[src/rtl/imm_pkg.sv]
// Shared types for the decode->execute immediate pipe.
// Enum of immediate formats, buffer states and a default-width entry view.
package imm_pkg;

  localparam int XLEN_DEF  = 32;
  localparam int TAG_W_DEF = 5;

  typedef enum logic [2:0] {
    IMM_I   = 3'b000,
    IMM_S   = 3'b001,
    IMM_B   = 3'b010,
    IMM_U   = 3'b011,
    IMM_J   = 3'b100,
    IMM_Z   = 3'b101,
    IMM_SH  = 3'b110,
    IMM_RSV = 3'b111
  } imm_src_e;

  typedef enum logic [1:0] {
    ST_EMPTY,
    ST_ONE,
    ST_TWO
  } buf_st_e;

  typedef struct packed {
    logic [XLEN_DEF-1:0]  imm;
    logic [XLEN_DEF-1:0]  pc;
    logic [XLEN_DEF-1:0]  tgt;
    logic [TAG_W_DEF-1:0] tag;
    logic                 ill;
  } imm_entry_t;

endpackage

[src/rtl/imm_decode.sv]
// Combinational RV32I/RV64I immediate decode to XLEN bits.
// Signed fields are held in signed temporaries so a size cast sign-extends.
module imm_decode
  import imm_pkg::*;
#(
  parameter int XLEN = XLEN_DEF
) (
  input  logic [31:0]     instr_i,
  input  imm_src_e        src_i,
  output logic [XLEN-1:0] imm_o
);

  logic signed [11:0] i_imm;
  logic signed [11:0] s_imm;
  logic signed [12:0] b_imm;
  logic signed [31:0] u_imm;
  logic signed [20:0] j_imm;
  logic               unused_opc;

  assign i_imm = instr_i[31:20];
  assign s_imm = {instr_i[31:25], instr_i[11:7]};
  assign b_imm = {instr_i[31], instr_i[7],
                  instr_i[30:25], instr_i[11:8], 1'b0};
  assign u_imm = {instr_i[31:12], 12'b0};
  assign j_imm = {instr_i[31], instr_i[19:12],
                  instr_i[20], instr_i[30:21], 1'b0};
  assign unused_opc = ^instr_i[6:0];

  always_comb begin
    imm_o = '0;
    unique case (src_i)
      IMM_I:   imm_o = XLEN'(i_imm);
      IMM_S:   imm_o = XLEN'(s_imm);
      IMM_B:   imm_o = XLEN'(b_imm);
      IMM_U:   imm_o = XLEN'(u_imm);
      IMM_J:   imm_o = XLEN'(j_imm);
      IMM_Z:   imm_o = XLEN'(instr_i[19:15]);
      IMM_SH: begin
        if (XLEN == 64) imm_o = XLEN'(instr_i[25:20]);
        else            imm_o = XLEN'(instr_i[24:20]);
      end
      IMM_RSV: imm_o = '0;
      default: imm_o = '0;
    endcase
  end

endmodule

[src/rtl/imm_gen_pipe.sv]
// Registered immediate generator with 2-entry valid/ready skid buffer.
// Define IMM_ILLEGAL_CHK_EN to store/flag the reserved ImmSrc encoding.
module imm_gen_pipe
  import imm_pkg::*;
#(
  parameter int XLEN  = XLEN_DEF,
  parameter int TAG_W = TAG_W_DEF
) (
  input  logic             clk,
  input  logic             reset,
  input  logic             in_valid,
  output logic             in_ready,
  input  logic [31:0]      InstrD,
  input  logic [2:0]       ImmSrcD,
  input  logic [XLEN-1:0]  PCD,
  input  logic [TAG_W-1:0] TagD,
  input  logic             FlushE,
  output logic             out_valid,
  input  logic             out_ready,
  output logic [XLEN-1:0]  ExtImmE,
  output logic [XLEN-1:0]  PCE,
  output logic [XLEN-1:0]  TgtE,
  output logic [TAG_W-1:0] TagE,
  output logic             IllegalE
);

  typedef struct packed {
    logic [XLEN-1:0]  imm;
    logic [XLEN-1:0]  pc;
    logic [XLEN-1:0]  tgt;
    logic [TAG_W-1:0] tag;
`ifdef IMM_ILLEGAL_CHK_EN
    logic             ill;
`endif
  } ent_t;

  imm_src_e        src;
  logic [XLEN-1:0] imm;
  ent_t            new_ent;
  ent_t            main_q, main_d;
  ent_t            skid_q, skid_d;
  buf_st_e         state_q, state_d;
  logic            push, pop;

  assign src = imm_src_e'(ImmSrcD);

  imm_decode #(.XLEN(XLEN)) u_dec (
    .instr_i (InstrD),
    .src_i   (src),
    .imm_o   (imm)
  );

  // Target is formed at push time so Execute sees a registered value.
  always_comb begin
    new_ent     = '0;
    new_ent.imm = imm;
    new_ent.pc  = PCD;
    new_ent.tgt = PCD + imm;
    new_ent.tag = TagD;
`ifdef IMM_ILLEGAL_CHK_EN
    new_ent.ill = (src == IMM_RSV);
`endif
  end

  assign in_ready  = (state_q != ST_TWO);
  assign out_valid = (state_q != ST_EMPTY);
  assign push      = in_valid && in_ready;
  assign pop       = out_valid && out_ready;

  always_ff @(posedge clk or posedge reset) begin
    if (reset) begin
      state_q <= ST_EMPTY;
      main_q  <= '0;
      skid_q  <= '0;
    end else begin
      state_q <= state_d;
      main_q  <= main_d;
      skid_q  <= skid_d;
    end
  end

  // Flush wins over both push and pop.
  always_comb begin
    state_d = state_q;
    main_d  = main_q;
    skid_d  = skid_q;
    if (FlushE) begin
      state_d = ST_EMPTY;
    end else begin
      unique case (state_q)
        ST_EMPTY: begin
          if (push) begin
            main_d  = new_ent;
            state_d = ST_ONE;
          end
        end
        ST_ONE: begin
          if (push && pop) begin
            main_d = new_ent;
          end else if (push) begin
            skid_d  = new_ent;
            state_d = ST_TWO;
          end else if (pop) begin
            state_d = ST_EMPTY;
          end
        end
        ST_TWO: begin
          if (pop) begin
            main_d  = skid_q;
            state_d = ST_ONE;
          end
        end
        default: state_d = ST_EMPTY;
      endcase
    end
  end

  assign ExtImmE = main_q.imm;
  assign PCE     = main_q.pc;
  assign TgtE    = main_q.tgt;
  assign TagE    = main_q.tag;
`ifdef IMM_ILLEGAL_CHK_EN
  assign IllegalE = main_q.ill;
`else
  assign IllegalE = 1'b0;
`endif

endmodule

[config.mk]
export PLATFORM = sky130hd
export DESIGN_NAME = imm_gen_pipe
export DESIGN_NICKNAME = d
export VERILOG_FILES = /design/src/rtl/imm_pkg.sv /design/src/rtl/imm_decode.sv /design/src/rtl/imm_gen_pipe.sv
export SDC_FILE = /design/constraint.sdc
export NUM_CORES = 1
export LEC_CHECK = 0
export CELL_PAD_IN_SITES_DETAIL_PLACEMENT = 0
export CELL_PAD_IN_SITES_GLOBAL_PLACEMENT = 1
export CORE_MARGIN = 2
export CORE_UTILIZATION = 48
export CTS_CLUSTER_DIAMETER = 30
export DETAILED_ROUTE_END_ITERATION = 12
export DONT_BUFFER_PORTS = 1
export GPL_TIMING_DRIVEN = 0
export PLACE_DENSITY_LB_ADDON = 0.15
export SLEW_MARGIN = 20
export SYNTH_ARGS = -nofsm -noshare
export SYNTH_HDL_FRONTEND = slang
export SYNTH_SLANG_ARGS = --single-unit
[constraint.sdc]
create_clock -name clk -period 8.9 [get_ports clk]
set_input_delay 0.89 -clock clk [delete_from_list [all_inputs] [get_ports clk]]
set_output_delay 0.89 -clock clk [all_outputs]
set_load 0.005 [all_outputs]
==> metrics.csv, run 1 <==
stage;metric;value;unit
logic_synthesis;#FFs+latches synth;204;
job;max-cap violation count;0;
critical_path;Critical Path End;TgtE[13];
detailed_routing;initial DRC count;610;
logic_synthesis;prevailing post-synth register cell;dfrtp_1;
detailed_routing;DRC;0;
final_layout;Final nets;1380;
critical_path;CP arrival;4.95;ns
clocking;Clock Pin Slew Worst Setup and Hold Paths;0.04;ns
timing;final worst setup slack;4.420;ns
timing;final hold violation count;0;
timing;crit path time final;4.480;ns
floorplanning;IO Pins;181;
critical_path;worst reg2reg startpoint;state_q[1];
critical_path;worst reg2reg setup slack;5.63;ns
placed_design;port bufs;0;
final_layout;most frequent cells in the layout;nand2_1, dfrtp_1, nor2_1;
clocking;CTS resizes;0;
clocking;H-tree depth;2;
floorplanning;die footprint;23620;µm²
floorplanning;Die Span Y;153.7;µm
final_layout;area delta synth->final;20.54;%
timing;setup TNS;0;ns
critical_path;reg-to-reg critical path endpoint;TgtE[19];
timing;Final period util;50.33;%
outcome;status;completed;
detailed_routing;WL per Instance;20.95;µm
critical_path;WP data required;9.37;ns
clocking;CTS tree;yes;
floorplanning;site row count;54;
final_layout;layout cells sized above 1;12.38;%
detailed_routing;Routed WL;33330;µm
critical_path;worst-path maximum fanout;10;
detailed_routing;First-pass DRT Iterations;5;
clocking;later-pin clock latency in the skew report;0.56;ns
power_and_ir_drop;PwrDens;292.8;nW/µm²
floorplanning;DIE WIDTH;153.7;µm
final_layout;most common cell after layout, fill and taps aside;nand2_1;
timing;Relative slew margins;35.21;%
clocking;clock sink count;204;
logic_synthesis;syn_nets;1326;
global_route;total track usage;28.26;%
clocking;total setup buffers inserted after CTS;0;
logic_synthesis;Synth Cell Area;10760;µm²
global_route;initial antenna violation count;2;
min_path;Worst Hold Class;input port to async pin;
timing;Achievable Freq;223.2;MHz
logic_synthesis;Gate Count Post-Synth;1217;
placed_design;Detailed Place HPWL;24300;µm
clocking;Num CTS Buffers;50;
timing;RSZ-0062 raised after global routing;false;
placed_design;post-placement worst setup slack;4.006;ns
critical_path;Worst Reg-to-Reg Cells;9;
detailed_routing;ANT nets after route;0;
logic_synthesis;Synth async-reset ratio;100.0;%
timing;Worst Max-Slew Pin Slew;0.9683;ns
timing;max-slew violations;0;
global_route;largest net degree at the start of global routing;101;
logic_synthesis;Seq/Total Area, Yosys;47.46;%
critical_path;CP startpoint kind;input port;
logic_synthesis;Distinct cells, synth;66;
detailed_routing;vias per std cell;5.729;
logic_synthesis;post-synth top area cell;dfrtp_1;
placed_design;gpl congestion;0.8868;
floorplanning;initial core utilization;49.14;%
timing;final setup vio count;0;
clocking;Hold Buf Count CTS;0;
final_layout;Final Core Density;59.23;%
critical_path;Worst Setup SP;ImmSrcD[2];
global_route;first-pass GRT wire length;52330;µm
global_route;vias in the first global route;9068;
logic_synthesis;Post-synth EDFFs;0;
timing;Clock Skews;0.04266;ns
detailed_routing;via count;9115;
logic_synthesis;synth warn;0;
global_route;total gr overflow;0;
logic_synthesis;post-synth top area share;47.46;%
logic_synthesis;Post-Syn Area per Cell;8.839;µm²
power_and_ir_drop;Lkg Pwr;6.001;nW
critical_path;Setup crit end kind;flop;
clocking;maximum root-to-sink buffer count;3;
clocking;clk root buf;clkbuf_16;
critical_path;Crit Path Class;input port to flop;
logic_synthesis;Area contributors post-synth;dfrtp_1, nand2_1, mux2_2;
floorplanning;core area;21890;µm²
power_and_ir_drop;IR drop worst, VDD;0.1673;mV
[cell usage after synthesis (3+ instances only)]
cell      count
a211oi_1      3
a21boi_0      4
a21o_1       20
a21oi_1     108
a221o_1       3
a22oi_1       5
a31oi_1      54
and2_1        5
and3_1       11
buf_1         7
buf_4         4
clkbuf_1     72
dfrtp_1     204
ha_1         31
inv_1        40
mux2_2       55
mux2i_1       5
nand2_1     237
nand2b_1      3
nand3_1      17
nand4_1       4
nor2_1      111
nor2b_1      10
nor3_1        8
o21a_1        5
o21ai_0     101
o21ai_1       6
o21bai_1      4
o22a_1        4
or3_1         3
xnor2_1      16
xor2_1       14
[stage by stage]
stage	instance area (µm²)	total power, mW	hold WS, ns	instances
final	12970	3.797	0.1194	1591
after global routing	12960	3.975	0.1175	1590
after CTS	12960	3.817	0.1147	1589
after detailed placement	11170	1.911	0.4655	1499
after global placement	11110	1.884	0.4575	1497
after floorplan	10760	1.730	0.4418	1217
[power by group]
group          internal [mW]  leakage, nW  switching, mW
registers               1.17         2.49          0.159
logic                  0.245         2.63          0.332
clock network           1.32        0.880          0.571
total                   2.73         6.00           1.06
[critical path: stages]
cell and delay (ns):
clkbuf_1 0.33, buf_1 0.39, clkbuf_1 0.44, nand3b_1 0.12, a21oi_1 0.49, ha_1 0.30
a21o_1 0.15, nand4_1 0.15, a211o_2 0.40, a21boi_0 0.32, o21ai_0 0.13, and2_1 0.20
xnor2_1 0.34, nand2_1 0.11, a31oi_1 0.18
[per-layer routing]
layer	global-route usage, %	part of all wire, %
met5	0	0
met4	8.869	3.1
met3	8.315	8.3
met2	43.60	45
met1	38.62	44
[registers in the layout (all words and copies together) (netlist names)]
signal,flops
TagE,5
ExtImmE,32
skid_q,101
TgtE,32
state_q,2
PCE,32
[logic make-up (layout without fill, tap and decap cells)]
kind of cell | after synthesis | in the layout | synth area share, %
AO/OA/AOI/OAI | 345 | 345 | 19.17
XOR/XNOR | 30 | 30 | 2.443
adder cells (fa/ha/maj) | 32 | 32 | 3.792
buffers and inverters | 126 | 218 | 4.630
flip-flops | 204 | 204 | 47.46
multiplexers | 62 | 62 | 6.502
other | 1 | 3 | 0.03486
AND/OR/NAND/NOR | 417 | 417 | 15.97
[worst min path at each step]
stage | from | end | slack (ns) | cells after the start
CTS | reset | state_q[0] | 0.11 | 1
finish | reset | state_q[0] | 0.12 | 1
detailed placement | skid_q[22] | skid_q[22] | 0.47 | 2
floorplan | skid_q[22] | skid_q[22] | 0.44 | 2
global placement | skid_q[22] | skid_q[22] | 0.46 | 2
global route | reset | state_q[0] | 0.12 | 1
[area by class of cell]
class	count	area [µm²]
clock inverter	22	362.8
timing repair buffer	2	55.05
sequential	204	5105
tap	280	350.3
fill	1993	8925
inverter	40	157.7
clock buffer	68	1429
multi-input combinational	887	5154
buffer	86	347.8
antenna	2	5.005
(Power assumes the default switching activity.)
==> inputs of run 2 (changes only) <==
==> constraint.sdc (replaced) <==
create_clock -name clk -period 4.42 [get_ports clk]
set_input_delay 0.442 -clock clk [delete_from_list [all_inputs] [get_ports clk]]
set_output_delay 0.442 -clock clk [all_outputs]
set_load 0.005 [all_outputs]
==> run 2 against run 1 <==
Compared with the run above:
- combinational power up 100%
- register-to-register slack worse by 4.5 ns
- flip-flop and latch count unchanged
==> metrics.csv, run 2 (synthesized netlist as in run 1, its figures left out) <==
stage;metric;value;unit
timing;RSZ-0062 raised after global routing;false;
min_path;Worst Hold Class;input port to flop;
clocking;Hold Buf Count CTS;4;
final_layout;area delta synth->final;21.26;%
clocking;later-pin clock latency in the skew report;0.54;ns
floorplanning;IO Pins;181;
clocking;CTS tree;yes;
clocking;clock sink count;204;
placed_design;gpl congestion;0.8867;
critical_path;reg-to-reg critical path endpoint;PCE[5];
critical_path;Setup crit end kind;flop;
placed_design;post-placement worst setup slack;-0.05601;ns
clocking;maximum root-to-sink buffer count;3;
critical_path;Worst Reg-to-Reg Cells;8;
global_route;total gr overflow;0;
floorplanning;core area;21890;µm²
power_and_ir_drop;Lkg Pwr;6.013;nW
global_route;initial antenna violation count;1;
detailed_routing;First-pass DRT Iterations;5;
critical_path;Worst Setup SP;ImmSrcD[2];
final_layout;Biggest register;skid_q;
clocking;CTS resizes;0;
job;max-cap violation count;0;
placed_design;Cell Area, Placed;11270;µm²
detailed_routing;vias per std cell;5.664;
critical_path;worst reg2reg setup slack;1.14;ns
global_route;vias in the first global route;9190;
final_layout;max FFs per register;101;
final_layout;most frequent cells in the layout;nand2_1, dfrtp_1, nor2_1;
timing;final hold violation count;0;
detailed_routing;WL per Instance;20.91;µm
detailed_routing;DRC;0;
timing;final worst setup slack;0.4383;ns
clocking;Num CTS Buffers;45;
power_and_ir_drop;total power draw;7.647;mW
critical_path;worst reg2reg startpoint;state_q[1];
timing;Clock Skews;0.01222;ns
final_layout;layout cells sized above 1;12.60;%
floorplanning;DIE WIDTH;153.7;µm
clocking;clk root buf;clkbuf_16;
global_route;total track usage;28.43;%
timing;Worst Max-Slew Pin Slew;1.054;ns
detailed_routing;initial DRC count;673;
timing;final setup vio count;0;
critical_path;WP data required;4.83;ns
floorplanning;initial core utilization;49.14;%
critical_path;worst-path maximum fanout;10;
critical_path;CP startpoint kind;input port;
timing;Relative slew margins;29.47;%
timing;Final period util;90.08;%
critical_path;Crit Path Class;input port to flop;
power_and_ir_drop;PwrDens;586.2;nW/µm²
global_route;largest net degree at the start of global routing;34;
timing;max-slew violations;0;
final_layout;post-layout instance area;13040;µm²
floorplanning;Die Span Y;153.7;µm
final_layout;most common cell after layout, fill and taps aside;nand2_1;
detailed_routing;ANT nets after route;0;
final_layout;Final nets;1384;
floorplanning;die footprint;23620;µm²
placed_design;Detailed Place HPWL;24590;µm
placed_design;port bufs;0;
clocking;H-tree depth;2;
floorplanning;site row count;54;
global_route;first-pass GRT wire length;52730;µm
critical_path;Critical Path End;TgtE[27];
detailed_routing;via count;9017;
detailed_routing;Routed WL;33280;µm
outcome;status;completed;
power_and_ir_drop;IR drop worst, VDD;0.3267;mV
timing;Achievable Freq;251.2;MHz
clocking;total setup buffers inserted after CTS;0;
timing;crit path time final;3.982;ns
clocking;Clock Pin Slew Worst Setup and Hold Paths;0.05;ns
critical_path;CP arrival;4.39;ns
## run 2: layer usage
| layer | part of all wire (%) | track usage (%) |
|---|---|---|
| met1 | 44 | 38.62 |
| met2 | 44 | 43.39 |
| met3 | 8.4 | 8.681 |
| met4 | 3.0 | 9.961 |
| met5 | 0 | 0 |
## run 2: stage by stage
step	util [%]	setup TNS [ns]	cells	hold slack [ns]
global placement	50.75	-0.05213	1497	0.4589
detailed placement	51.46	-0.1045	1504	0.3049
CTS	59.56	0	1590	0.03614
global route	59.56	0	1590	0.04463
floorplan	-	0	1217	0.4418
finish	59.59	0	1592	0.05209
## run 2: how the worst min path moves through the flow
stage	start	to	cells past startpoint
6_report	TagD[2]	TagE[2]	2
5_1_grt	PCD[24]	skid_q[61]	1
4_1_cts	PCD[10]	PCE[10]	2
3_5_place_dp	reset	state_q[1]	1
3_3_place_gp	skid_q[22]	skid_q[22]	2
2_1_floorplan	skid_q[22]	skid_q[22]	2
## run 2: critical path: stages
cell and delay, ns:
clkbuf_1 0.32, buf_1 0.38, clkbuf_1 0.44, a21oi_1 0.07, nor2_1 0.31, inv_1 0.12, ha_1 0.29, buf_4 0.18
a211oi_1 0.21, nor2_1 0.12, o21ai_0 0.23, o211a_1 0.21, o221a_2 0.19, o21ai_2 0.09, or3_1 0.33, a32oi_1 0.34
o21ai_1 0.10
## run 2: final cells by class
cell class                      count  area (µm²)
Buffer                             86       347.8
Inverter                           40       153.9
Fill cell                        1943        8847
Multi-Input combinational cell    887        5154
Tap cell                          280       350.3
Sequential cell                   204        5105
Clock buffer                       57        1281
Timing Repair Buffer               11       195.2
Clock inverter                     25       451.7
Antenna cell                        2       5.005
## run 2: power by group
| part | internal, mW | total [mW] | switching [mW] |
|---|---|---|---|
| combinational | 0.504 | 1.17 | 0.668 |
| sequential | 2.35 | 2.67 | 0.319 |
| clock | 2.69 | 3.80 | 1.11 |
| total | 5.55 | 7.65 | 2.10 |
